File: src/rtl/pipeline_ctrl.sv
// -----------------------------------------------------------------------------
// pipeline_ctrl
//
// Consumer side of the hazard interface for the 5-stage 16-bit pipeline.
// The block turns hazard requests into per-stage write enables, flushes and
// bubble inserts. It also handles halt draining and keeps saturating debug
// counters.
//
// Parameters
//   DRAIN_CYCLES : cycles spent in DRAIN after HLT is accepted (1..15)
//   CNT_W        : width of the stall/flush event counters
//
// Ports
//   clk          : core clock
//   rst          : synchronous, active-high reset
//   stall_req    : load-use hazard request (level)
//   hlt_req      : HLT opcode present in IF/ID
//   branch_taken : branch/jump resolved taken in ID this cycle
//   pc_wen       : PC register write enable
//   if_id_wen    : IF/ID register write enable
//   if_id_flush  : IF/ID loads a NOP on the next edge
//   id_ex_bubble : ID/EX loads a control-zero bubble on the next edge
//   halted       : core halted (level)
//   stall_count  : load-use bubbles inserted (saturating)
//   flush_count  : taken-branch flushes (saturating)
// -----------------------------------------------------------------------------
module pipeline_ctrl #(
  parameter int DRAIN_CYCLES = 3,
  parameter int CNT_W        = 16
) (
  input  logic             clk,
  input  logic             rst,
  input  logic             stall_req,
  input  logic             hlt_req,
  input  logic             branch_taken,
  output logic             pc_wen,
  output logic             if_id_wen,
  output logic             if_id_flush,
  output logic             id_ex_bubble,
  output logic             halted,
  output logic [CNT_W-1:0] stall_count,
  output logic [CNT_W-1:0] flush_count
);

  typedef enum logic [1:0] {
    RUN    = 2'd0,
    STALL  = 2'd1,
    DRAIN  = 2'd2,
    HALTED = 2'd3
  } state_e;

  // The counter is loaded with DRAIN_CYCLES-1 on accept. DRAIN then lasts
  // DRAIN_CYCLES cycles, ending with the cycle that sees the counter at zero.
  localparam logic [3:0] DRAIN_LOAD = 4'(DRAIN_CYCLES - 1);

  state_e           state_q, state_d;
  logic [3:0]       drain_q, drain_d;
  logic [CNT_W-1:0] stall_cnt_q, stall_cnt_d;
  logic [CNT_W-1:0] flush_cnt_q, flush_cnt_d;

  // NOTE: every signal written here is given a default first. A path that
  // leaves a signal unassigned would infer a latch.
  always_comb begin
    state_d      = state_q;
    drain_d      = drain_q;
    stall_cnt_d  = stall_cnt_q;
    flush_cnt_d  = flush_cnt_q;
    pc_wen       = 1'b0;
    if_id_wen    = 1'b0;
    if_id_flush  = 1'b0;
    id_ex_bubble = 1'b0;

    unique case (state_q)
      RUN, STALL: begin
        if (branch_taken) begin
          // The instruction in IF/ID is wrong-path, so its HLT or stall is
          // dropped. The branch itself proceeds into EX, so no bubble is
          // inserted.
          pc_wen      = 1'b1;
          if_id_wen   = 1'b1;
          if_id_flush = 1'b1;
          if (flush_cnt_q != '1) flush_cnt_d = flush_cnt_q + 1'b1;
          state_d     = RUN;
        end else if (hlt_req) begin
          id_ex_bubble = 1'b1;
          drain_d      = DRAIN_LOAD;
          state_d      = DRAIN;
        end else if (stall_req && (state_q == RUN)) begin
          // In STALL the load has already moved to MEM. The request still
          // shown that cycle is stale and is masked, so each load-use pair
          // gets exactly one bubble.
          id_ex_bubble = 1'b1;
          if (stall_cnt_q != '1) stall_cnt_d = stall_cnt_q + 1'b1;
          state_d      = STALL;
        end else begin
          pc_wen    = 1'b1;
          if_id_wen = 1'b1;
          state_d   = RUN;
        end
      end

      DRAIN: begin
        id_ex_bubble = 1'b1;
        if (drain_q == 4'd0) state_d = HALTED;
        else                 drain_d = drain_q - 4'd1;
      end

      HALTED: begin
        id_ex_bubble = 1'b1;
      end

      default: state_d = RUN;
    endcase

    // While reset is held, the pipeline must not advance or insert anything.
    if (rst) begin
      pc_wen       = 1'b0;
      if_id_wen    = 1'b0;
      if_id_flush  = 1'b0;
      id_ex_bubble = 1'b0;
    end
  end

  // NOTE: sequential state uses non-blocking assignments, so every flop
  // samples the values from before the edge regardless of statement order.
  always_ff @(posedge clk) begin
    if (rst) begin
      state_q     <= RUN;
      drain_q     <= 4'd0;
      stall_cnt_q <= '0;
      flush_cnt_q <= '0;
    end else begin
      state_q     <= state_d;
      drain_q     <= drain_d;
      stall_cnt_q <= stall_cnt_d;
      flush_cnt_q <= flush_cnt_d;
    end
  end

  assign halted      = (state_q == HALTED) && !rst;
  assign stall_count = stall_cnt_q;
  assign flush_count = flush_cnt_q;

endmodule

File: config.mk
export PLATFORM = sky130hd
export DESIGN_NAME = pipeline_ctrl
export DESIGN_NICKNAME = d
export VERILOG_FILES = /design/src/rtl/pipeline_ctrl.sv
export SDC_FILE = /design/constraint.sdc
export NUM_CORES = 1
export LEC_CHECK = 0
export CELL_PAD_IN_SITES_DETAIL_PLACEMENT = 0
export CELL_PAD_IN_SITES_GLOBAL_PLACEMENT = 1
export CORE_UTILIZATION = 42
export CTS_BUF_LIST = sky130_fd_sc_hd__clkbuf_2 sky130_fd_sc_hd__clkbuf_4 sky130_fd_sc_hd__clkbuf_8
export DETAILED_ROUTE_END_ITERATION = 7
export PLACE_DENSITY_LB_ADDON = 0.1
export SYNTH_ARGS = -nofsm -noshare
export SYNTH_HDL_FRONTEND = slang
export SYNTH_SLANG_ARGS = --single-unit
File: constraint.sdc
create_clock -name clk -period 5.4 [get_ports clk]
set_input_delay 1.35 -clock clk [delete_from_list [all_inputs] [get_ports clk]]
set_output_delay 1.35 -clock clk [all_outputs]
set_load 0.05 [all_outputs]
==> impl_metrics.yaml, run 1 <==
timing:
  worst_pin_slew_ns: 1.01
  timing.final.ws_setup_ns: 0.828
  clock.fmax_ghz: 0.219
  finalClockSkew_ns: 0.00253
  fin_crit_sh_pct: 84.7
  max_slew_margin_pct: 32.8
  rsz0062_at_grt: "no"
  min_period_ns: 4.57
  setup_violations: 0
  tns_ns: 0
  final_max_slew_viol_count: 0
  holdWs_ns: 0.484
  hold_viol: 0
run:
  cap_violations: 0
critical_path:
  cp_num_buf_inv: 2
  cpMostUsedCell: "clkdlybuf4s50_1"
  critical_path.top_delay_family: "buffers and inverters"
  criticalPathCategory: "in2out"
  cp_slowest_cell: "clkdlybuf4s50_1"
  arrival_ns: 3.22
  start_kind: "primary input"
  cp_cell_sequence: "clkdlybuf4s50_1 > nand2_1 > nor2_1 > clkdlybuf4s50_1"
  cp_num_cells: 4
  crit_fanout: 10
  worstPathRequired_ns: 4.05
  cp-end-kind: "output pin"
  rr_worst_depth: 5
  slowest_delay_ns: 0.82
clocking:
  postCtsHoldBufs: 0
  htreeDepth: 2
  clk_pin_slew_ns: 0.07
  cts_setup_buffers: 0
  cts_buffers: 5
  cts_root_buf: "clkbuf_8"
  cts_buffer_depth: 2
  clkLatencyLatePin_ns: 0.29
  cts.sinks: 38
  cts_resized: 0
  cts_tree: "yes"
global_route:
  antenna_found_initial: 0
  track_usage_pct: 19.6
  use_met3_pct: 5.06
  grt_busiest_layer: "met2"
  met1_usage_pct: 25.3
  grt_pass1_vias: 1742
  overflow: 0
  grt_pass1_wl_mm: 7.99
  met2_usage_pct: 32.0
  grt_max_degree: 38
power:
  power.leakage_nw: 0.811
  p_per_area_mw_per_mm2: 219
  p_total_uw: 558
  ir_worst_vdd_mv: 0.0859
placed_design:
  place_area_mm2: 0.00246
  place_congestion: 0.742
  preCtsSetupSlack_ns: 0.846
  port_buffers: 41
  dp_hpwl_mm: 3.29
finish:
  drive_gt1_share_pct: 7.50
  design_area_mm2: 0.00255
  area_growth_pct: 24.9
  diodes: 0
  layout.nets: 288
drt:
  vias: 1932
  wire_per_inst_um: 14.0
  drtIter0Drc: 61
  wl_mm: 4.69
  postRouteAntennaNets: 0
  first_pass_iters: 4
  viasPerCell: 5.78
  post-route-drc-count: 0
die:
  initial_core_util_pct: 43.5
  die_area_mm2: 0.00515
  row_count: 25
  ios: 42
  die_y_um: 71.8
  die-width_um: 71.8
  core_mm2: 0.00469
yosys:
  yosysUniqueCellTypes: 42
  ys_seq_elements: 38
  ys.flop_type: "dfxtp_1"
  syn_area_per_cell_um2: 8.44
  synth_top_cell_area_share_pct: 37.2
  postSynth.asyncResetShare_pct: 0
  syn_area_mm2: 0.00204
  synthCells: 242
  yosysSeqAreaShare_pct: 37.2
  yosys_warnings: 0
  synth-edff-count: 0
  synthTopCellsByArea: "dfxtp_1, a21oi_1, o31ai_1, or4_1, or3_1"
  yosys.area.top_type: "dfxtp_1"
  synth_fp_nets: 251
hold_path:
  whs_path_depth: 2
  hold_path.class: "reg2reg"
run_status:
  run_status: "completed"
## per-stage QoR
stage	util, %	std cells
2_1_floorplan	-	242
3_3_place_gp	52.4	326
3_5_place_dp	52.4	326
4_1_cts	54.4	334
5_1_grt	54.4	334
6_report	54.4	334
## metal layers
layer,vias up,routed length (um)
li1,993,-
met1,890,2250
met2,43,2130
met3,6,235
met4,0,68
met5,-,0
## final timing paths
check	startpoint	to	slack, ns
worst max-delay path	branch_taken	if_id_flush	0.83
worst min register to register	drain_q[3]$_SDFFE_PP0P_	drain_q[3]$_SDFFE_PP0P_	0.48
worst max register to register	flush_count[0]$_SDFFE_PP0P_	flush_count[7]$_SDFFE_PP0P_	3.21
worst min-delay path	drain_q[3]$_SDFFE_PP0P_	drain_q[3]$_SDFFE_PP0P_	0.48
## power breakdown
group / switching (mW) / internal [mW] / total (mW) / leakage [nW]
logic: 0.0370 / 0.0225 / 0.0595 / 0.453
registers: 0.00564 / 0.285 / 0.291 / 0.307
clock network: 0.0991 / 0.108 / 0.207 / 0.0517
total: 0.142 / 0.416 / 0.558 / 0.811
## sequential cells by signal (all words and copies together) (netlist names)
register and count:
drain_q 4, flush_count 16, stall_count 16, state_q 2
## kinds of logic after synthesis
logic type	count (synthesis)	synth area share [%]
fa+ha+maj	4	2.45
simple gates	107	33.3
mux	5	2.63
buf+inv	22	5.08
xor+xnor	1	0.429
flops	38	37.2
compound gates	65	18.9
## synthesized netlist by cell type (2+ instances only)
library cell / count
buf_6: 2
and4_1: 7
buf_1: 2
nor2_1: 12
nor3_1: 3
dfxtp_1: 38
a211oi_1: 2
mux2i_1: 2
nand3_1: 9
clkbuf_1: 5
or4_1: 16
o31ai_1: 16
and2_1: 2
ha_1: 4
nand2_1: 12
a21oi_1: 30
nor2b_1: 4
nand2b_1: 4
inv_1: 10
and3_1: 2
nor3b_1: 3
nor4_1: 2
nand4_1: 11
o21ai_0: 12
buf_2: 2
mux2_2: 3
or3_1: 12
## worst min-delay path, stage by stage (launching register included)
cell and delay [ns]:
dfxtp_1 0.32, o21ai_0 0.07, a21oi_1 0.06
## area by class of cell
type                            count  area (um2)
Clock buffer                        7        90.1
Clock inverter                      1        5.00
Fill cell                         453        2140
Inverter                           10        37.5
Multi-Input combinational cell    182        1180
Sequential cell                    38         761
Tap cell                           54        67.6
Timing Repair Buffer               42         413
## layout by cell type, fill, tap and decap left out, types with 2 or more instances in the layout
| cell | count |
|---|---|
| ha_1 | 4 |
| mux2_2 | 3 |
| nor2b_1 | 4 |
| nor3_1 | 3 |
| nor3b_1 | 3 |
| nor4_1 | 2 |
| clkbuf_8 | 6 |
| and3_1 | 2 |
| nand4_1 | 11 |
| a211oi_1 | 2 |
| nor2_1 | 12 |
| mux2i_1 | 2 |
| nand2_1 | 12 |
| or3_1 | 12 |
| buf_4 | 3 |
| and4_1 | 7 |
| o21ai_0 | 12 |
| inv_1 | 10 |
| dfxtp_1 | 38 |
| nand2b_1 | 4 |
| o31ai_1 | 16 |
| clkdlybuf4s50_1 | 39 |
| a21oi_1 | 30 |
| or4_1 | 16 |
| and2_1 | 2 |
| nand3_1 | 9 |
Power figures use the tool's default switching activity.
==> inputs of run 2 (changes only) <==
- CORE_UTILIZATION: 42 -> 39
- clock period: 5.4 -> 4.71 ns (I/O delays scaled with it)
==> run 2 against run 1 <==
Effect of this change: total power is 15% higher; sequential share of layout area is 0.47 points lower; clock skew increased by 0.0037 ns; clock power is 13% higher; global-route usage decreased by 2.5 points; first-iteration DRC count is 20% higher; non-clock buffer count grew 1; die area rose by 7.5%.
==> impl_metrics.yaml, run 2 (synthesis gave the netlist of run 1 again) <==
run_status:
  run_status: "completed"
clocking:
  cts_buffer_depth: 2
  postCtsHoldBufs: 0
  cts_root_buf: "clkbuf_8"
  cts_tree: "yes"
  htreeDepth: 2
  clkLatencyLatePin_ns: 0.28
  clk_pin_slew_ns: 0.07
  cts.sinks: 38
  cts_resized: 0
  cts_buffers: 5
  cts_setup_buffers: 0
power:
  internal-power_uw: 481
  p_switching_uw: 160
  power_frac_comb_pct: 11.4
  ir_worst_vdd_mv: 0.125
  power_frac_seq_pct: 52.1
  p_per_area_mw_per_mm2: 247
  power.share.clock_pct: 36.5
  power.leakage_nw: 0.829
  power.share.switching_pct: 24.9
hold_path:
  whs_path_depth: 2
  hold_path.class: "reg2reg"
drt:
  first_pass_iters: 4
  vias: 1949
  viasPerCell: 5.60
  m1WireLength_mm: 2.25
  routed-wl-met2_mm: 2.05
  wire_per_inst_um: 13.2
  wl_met3_um: 220
  route.top_layer_used: "met4"
  drtIter0Drc: 73
  wl_mm: 4.60
  postRouteAntennaNets: 0
  post-route-drc-count: 0
finish:
  area_growth_pct: 26.9
  diodes: 0
  final_cell_mix: "dfxtp_1, clkdlybuf4s50_1, a21oi_1, o31ai_1, or4_1"
  layout.nets: 289
  fill_cells: 483
  final_common_cell: "dfxtp_1"
  fin_cells: 348
  drive_gt1_share_pct: 8.90
critical_path:
  cp-end-kind: "output pin"
  criticalPathCategory: "in2out"
  regToRegEndpoint: "flush_count[7]$_SDFFE_PP0P_"
  start_kind: "primary input"
  r2r-start: "flush_count[0]$_SDFFE_PP0P_"
  crit_fanout: 16
  crit_start: "rst"
  r2r_slack_ns: 2.54
  worstPathRequired_ns: 3.53
  endpoint: "if_id_wen"
  rr_worst_depth: 5
  arrival_ns: 2.49
global_route:
  overflow: 0
  grt_max_degree: 31
  grt_pass1_wl_mm: 7.31
  track_usage_pct: 17.2
  antenna_found_initial: 0
  grt_pass1_vias: 1616
placed_design:
  preCtsSetupSlack_ns: 1.03
  dp_hpwl_mm: 3.25
  port_buffers: 41
  place_congestion: 0.725
  place_inst: 340
timing:
  clock.fmax_ghz: 0.273
  timing.final.ws_setup_ns: 1.04
  tns_ns: 0
  setup_violations: 0
  final_max_slew_viol_count: 0
  finalClockSkew_ns: 0.00621
  fin_crit_sh_pct: 77.9
  hold_viol: 0
  min_period_ns: 3.67
  worst_pin_slew_ns: 1.00
  max_slew_margin_pct: 33.1
  rsz0062_at_grt: "no"
die:
  die_area_mm2: 0.00553
  core_mm2: 0.00488
  die-width_um: 74.4
  initial_core_util_pct: 41.9
  ios: 42
  row_count: 25
  die_y_um: 74.4
run:
  cap_violations: 0
run 2: cell count changes in the layout (fill, tap and decap cells not counted):
cell and change:
clkdlybuf4s50_1 -3, buf_12 +2, buf_4 +2
run 2: worst max-delay path, cell delays in order:
cell and delay [ns]:
clkdlybuf4s50_1 0.71, nor3_1 0.29, buf_4 0.18, buf_12 0.13
run 2: power by group through the flow:
stage	Clock [mW]	Sequential (mW)	Combinational (mW)
final	0.234	0.334	0.0730
after detailed placement	0	0.341	0.0736
after floorplan	0	0.345	0.0464
after global routing	0.257	0.335	0.0792
after global placement	0	0.341	0.0732
after CTS	0.243	0.334	0.0738
run 2: area by class of cell:
| cell class | count | area (um2) | area share, % |
|---|---|---|---|
| clock buffers | 7 | 90.1 | 3.47 |
| clock inverters | 1 | 5.00 | 0.193 |
| multi-input cells | 182 | 1180 | 45.4 |
| repair buffers | 43 | 438 | 16.9 |
| flip-flops and latches | 38 | 761 | 29.3 |
| inverters | 10 | 37.5 | 1.45 |
| well taps | 67 | 83.8 | 3.23 |
run 2: worst min-delay path by stage:
| stage | to | start | slack (ns) |
|---|---|---|---|
| final | drain_q[3]$_SDFFE_PP0P_ | drain_q[3]$_SDFFE_PP0P_ | 0.48 |
| after global routing | drain_q[1]$_SDFFE_PP0P_ | drain_q[1]$_SDFFE_PP0P_ | 0.54 |
| after CTS | drain_q[3]$_SDFFE_PP0P_ | drain_q[3]$_SDFFE_PP0P_ | 0.48 |
| after detailed placement | drain_q[3]$_SDFFE_PP0P_ | drain_q[3]$_SDFFE_PP0P_ | 0.47 |
| after global placement | drain_q[3]$_SDFFE_PP0P_ | drain_q[3]$_SDFFE_PP0P_ | 0.47 |
| after floorplan | drain_q[3]$_SDFFE_PP0P_ | drain_q[3]$_SDFFE_PP0P_ | 0.45 |
run 2: metal layers:
layer  up-vias  track usage [%]
li1        999                -
met1       900             21.5
met2        44             27.4
met3         6             5.01
met4         0             7.34
met5         -                0
run 2: per-stage QoR:
stage          total power, mW  hold slack (ns)  instance area [um2]  utilization (%)
2_1_floorplan            0.392            0.449                 2040                -
3_3_place_gp             0.414            0.465                 2500             51.2
3_5_place_dp             0.415            0.468                 2500             51.2
4_1_cts                  0.650            0.482                 2590             53.2
5_1_grt                  0.670            0.542                 2590             53.2
6_report                 0.640            0.485                 2590             53.2
==> inputs of run 3 (changes only) <==
- clock period: 4.71 -> 3.63 ns (I/O delays scaled with it)
==> run 3 against run 2 <==
Effect of this change: wire length rose by 1.4%; via count fell by 0.36%; non-clock buffer count did not move; first-iteration DRC count rose by 12%; utilization rose by 0.36 points; global-route usage rose by 1.1 points; total power rose by 31%; clock-buffer cell count did not move; setup slack got worse by 0.50 ns; clock power rose by 32%; critical endpoint is now id_ex_bubble.
==> impl_metrics.yaml, run 3 (synthesis gave the netlist of run 1 again) <==
finish:
  layout.nets: 289
  final_cell_mix: "dfxtp_1, clkdlybuf4s50_1, a21oi_1, o31ai_1, or4_1"
  area_growth_pct: 27.8
  final_core_util_pct: 53.5
  drive_gt1_share_pct: 9.25
  fill_cells: 486
  final_common_cell: "dfxtp_1"
  diodes: 0
critical_path:
  criticalPathCategory: "in2out"
  worstPathRequired_ns: 2.72
  cp-end-kind: "output pin"
  arrival_ns: 2.18
  crit_fanout: 4
  start_kind: "primary input"
timing:
  min_period_ns: 3.09
  fin_crit_sh_pct: 85.1
  max_slew_margin_pct: 31.5
  holdWs_ns: 0.480
  tns_ns: 0
  final_max_slew_viol_count: 0
  hold_viol: 0
  rsz0062_at_grt: "no"
  setup_violations: 0
  worst_pin_slew_ns: 1.02
  finalClockSkew_ns: 0.00830
  clock.fmax_ghz: 0.324
global_route:
  track_usage_pct: 18.2
  antenna_found_initial: 0
  overflow: 0
  grt_max_degree: 26
  grt_pass1_wl_mm: 7.72
  grt_pass1_vias: 1654
clocking:
  cts_root_buf: "clkbuf_8"
  cts_setup_buffers: 0
  cts_buffers: 5
  clk_pin_slew_ns: 0.07
  cts_tree: "yes"
  clkLatencyLatePin_ns: 0.29
  cts.sinks: 38
  cts_buffer_depth: 2
  postCtsHoldBufs: 0
  htreeDepth: 2
  cts_resized: 0
power:
  p_switching_uw: 213
  power.share.switching_pct: 25.4
  p_per_area_mw_per_mm2: 321
  power.share.clock_pct: 36.8
  power.leakage_nw: 0.834
  internal-power_uw: 626
  power_frac_comb_pct: 11.5
  ir_worst_vdd_mv: 0.208
  power_frac_seq_pct: 51.6
run_status:
  run_status: "completed"
placed_design:
  dp_hpwl_mm: 3.30
  place_congestion: 0.727
  port_buffers: 41
drt:
  wire_per_inst_um: 13.4
  first_pass_iters: 4
  vias: 1942
  drtIter0Drc: 82
  postRouteAntennaNets: 0
  viasPerCell: 5.58
  post-route-drc-count: 0
  wl_mm: 4.66
die:
  die_y_um: 74.4
  ios: 42
  row_count: 25
  die-width_um: 74.4
  core_mm2: 0.00488
  initial_core_util_pct: 41.9
  die_area_mm2: 0.00553
hold_path:
  hold_path.class: "reg2reg"
run:
  cap_violations: 0
run 3: power groups by stage:
| stage | Combinational, mW | Sequential [mW] | Clock, mW |
|---|---|---|---|
| floorplan | 0.0607 | 0.448 | 0 |
| global placement | 0.0974 | 0.443 | 0 |
| detailed placement | 0.0979 | 0.443 | 0 |
| CTS | 0.0979 | 0.433 | 0.319 |
| global route | 0.106 | 0.435 | 0.337 |
| finish | 0.0968 | 0.433 | 0.309 |
run 3: per-stage QoR:
stage               area, um2  setup WS [ns]  std cells  power (mW)
floorplan                2050          0.430        242       0.509
global placement         2520          0.515        340       0.540
detailed placement       2520          0.521        340       0.541
CTS                      2610          0.519        348       0.849
global route             2610          0.447        348       0.877
finish                   2610          0.541        348       0.839
run 3: critical path, cell delays in order:
cell and delay, ns:
clkdlybuf4s50_1 0.50, inv_1 0.10, a21oi_1 0.21, nor2_1 0.06, nor2_1 0.21, buf_12 0.17
run 3: worst paths after layout:
check                              start                           to  slack (ns)  depth (start not counted)
max                              hlt_req                 id_ex_bubble        0.54                          6
min              drain_q[3]$_SDFFE_PP0P_      drain_q[3]$_SDFFE_PP0P_        0.48                          2
max reg2reg  flush_count[0]$_SDFFE_PP0P_  flush_count[7]$_SDFFE_PP0P_        1.44                          5
min reg2reg      drain_q[3]$_SDFFE_PP0P_      drain_q[3]$_SDFFE_PP0P_        0.48                          2
run 3: cell type report:
| class | count | area (um2) | share of cell area [%] |
|---|---|---|---|
| Clock buffer | 7 | 90.1 | 3.45 |
| Sequential cell | 38 | 761 | 29.1 |
| Inverter | 10 | 37.5 | 1.44 |
| Tap cell | 67 | 83.8 | 3.21 |
| Multi-Input combinational cell | 182 | 1180 | 45.3 |
| Clock inverter | 1 | 5.00 | 0.192 |
| Timing Repair Buffer | 43 | 450 | 17.2 |
run 3: layer usage:
layer / global-route usage [%] / vias up / part of all wire [%]
met5: 0 / - / 0
met3: 4.47 / 4 / 4.1
met4: 6.92 / 0 / 1.2
met2: 29.2 / 44 / 46
li1: - / 995 / -
met1: 23.6 / 899 / 49
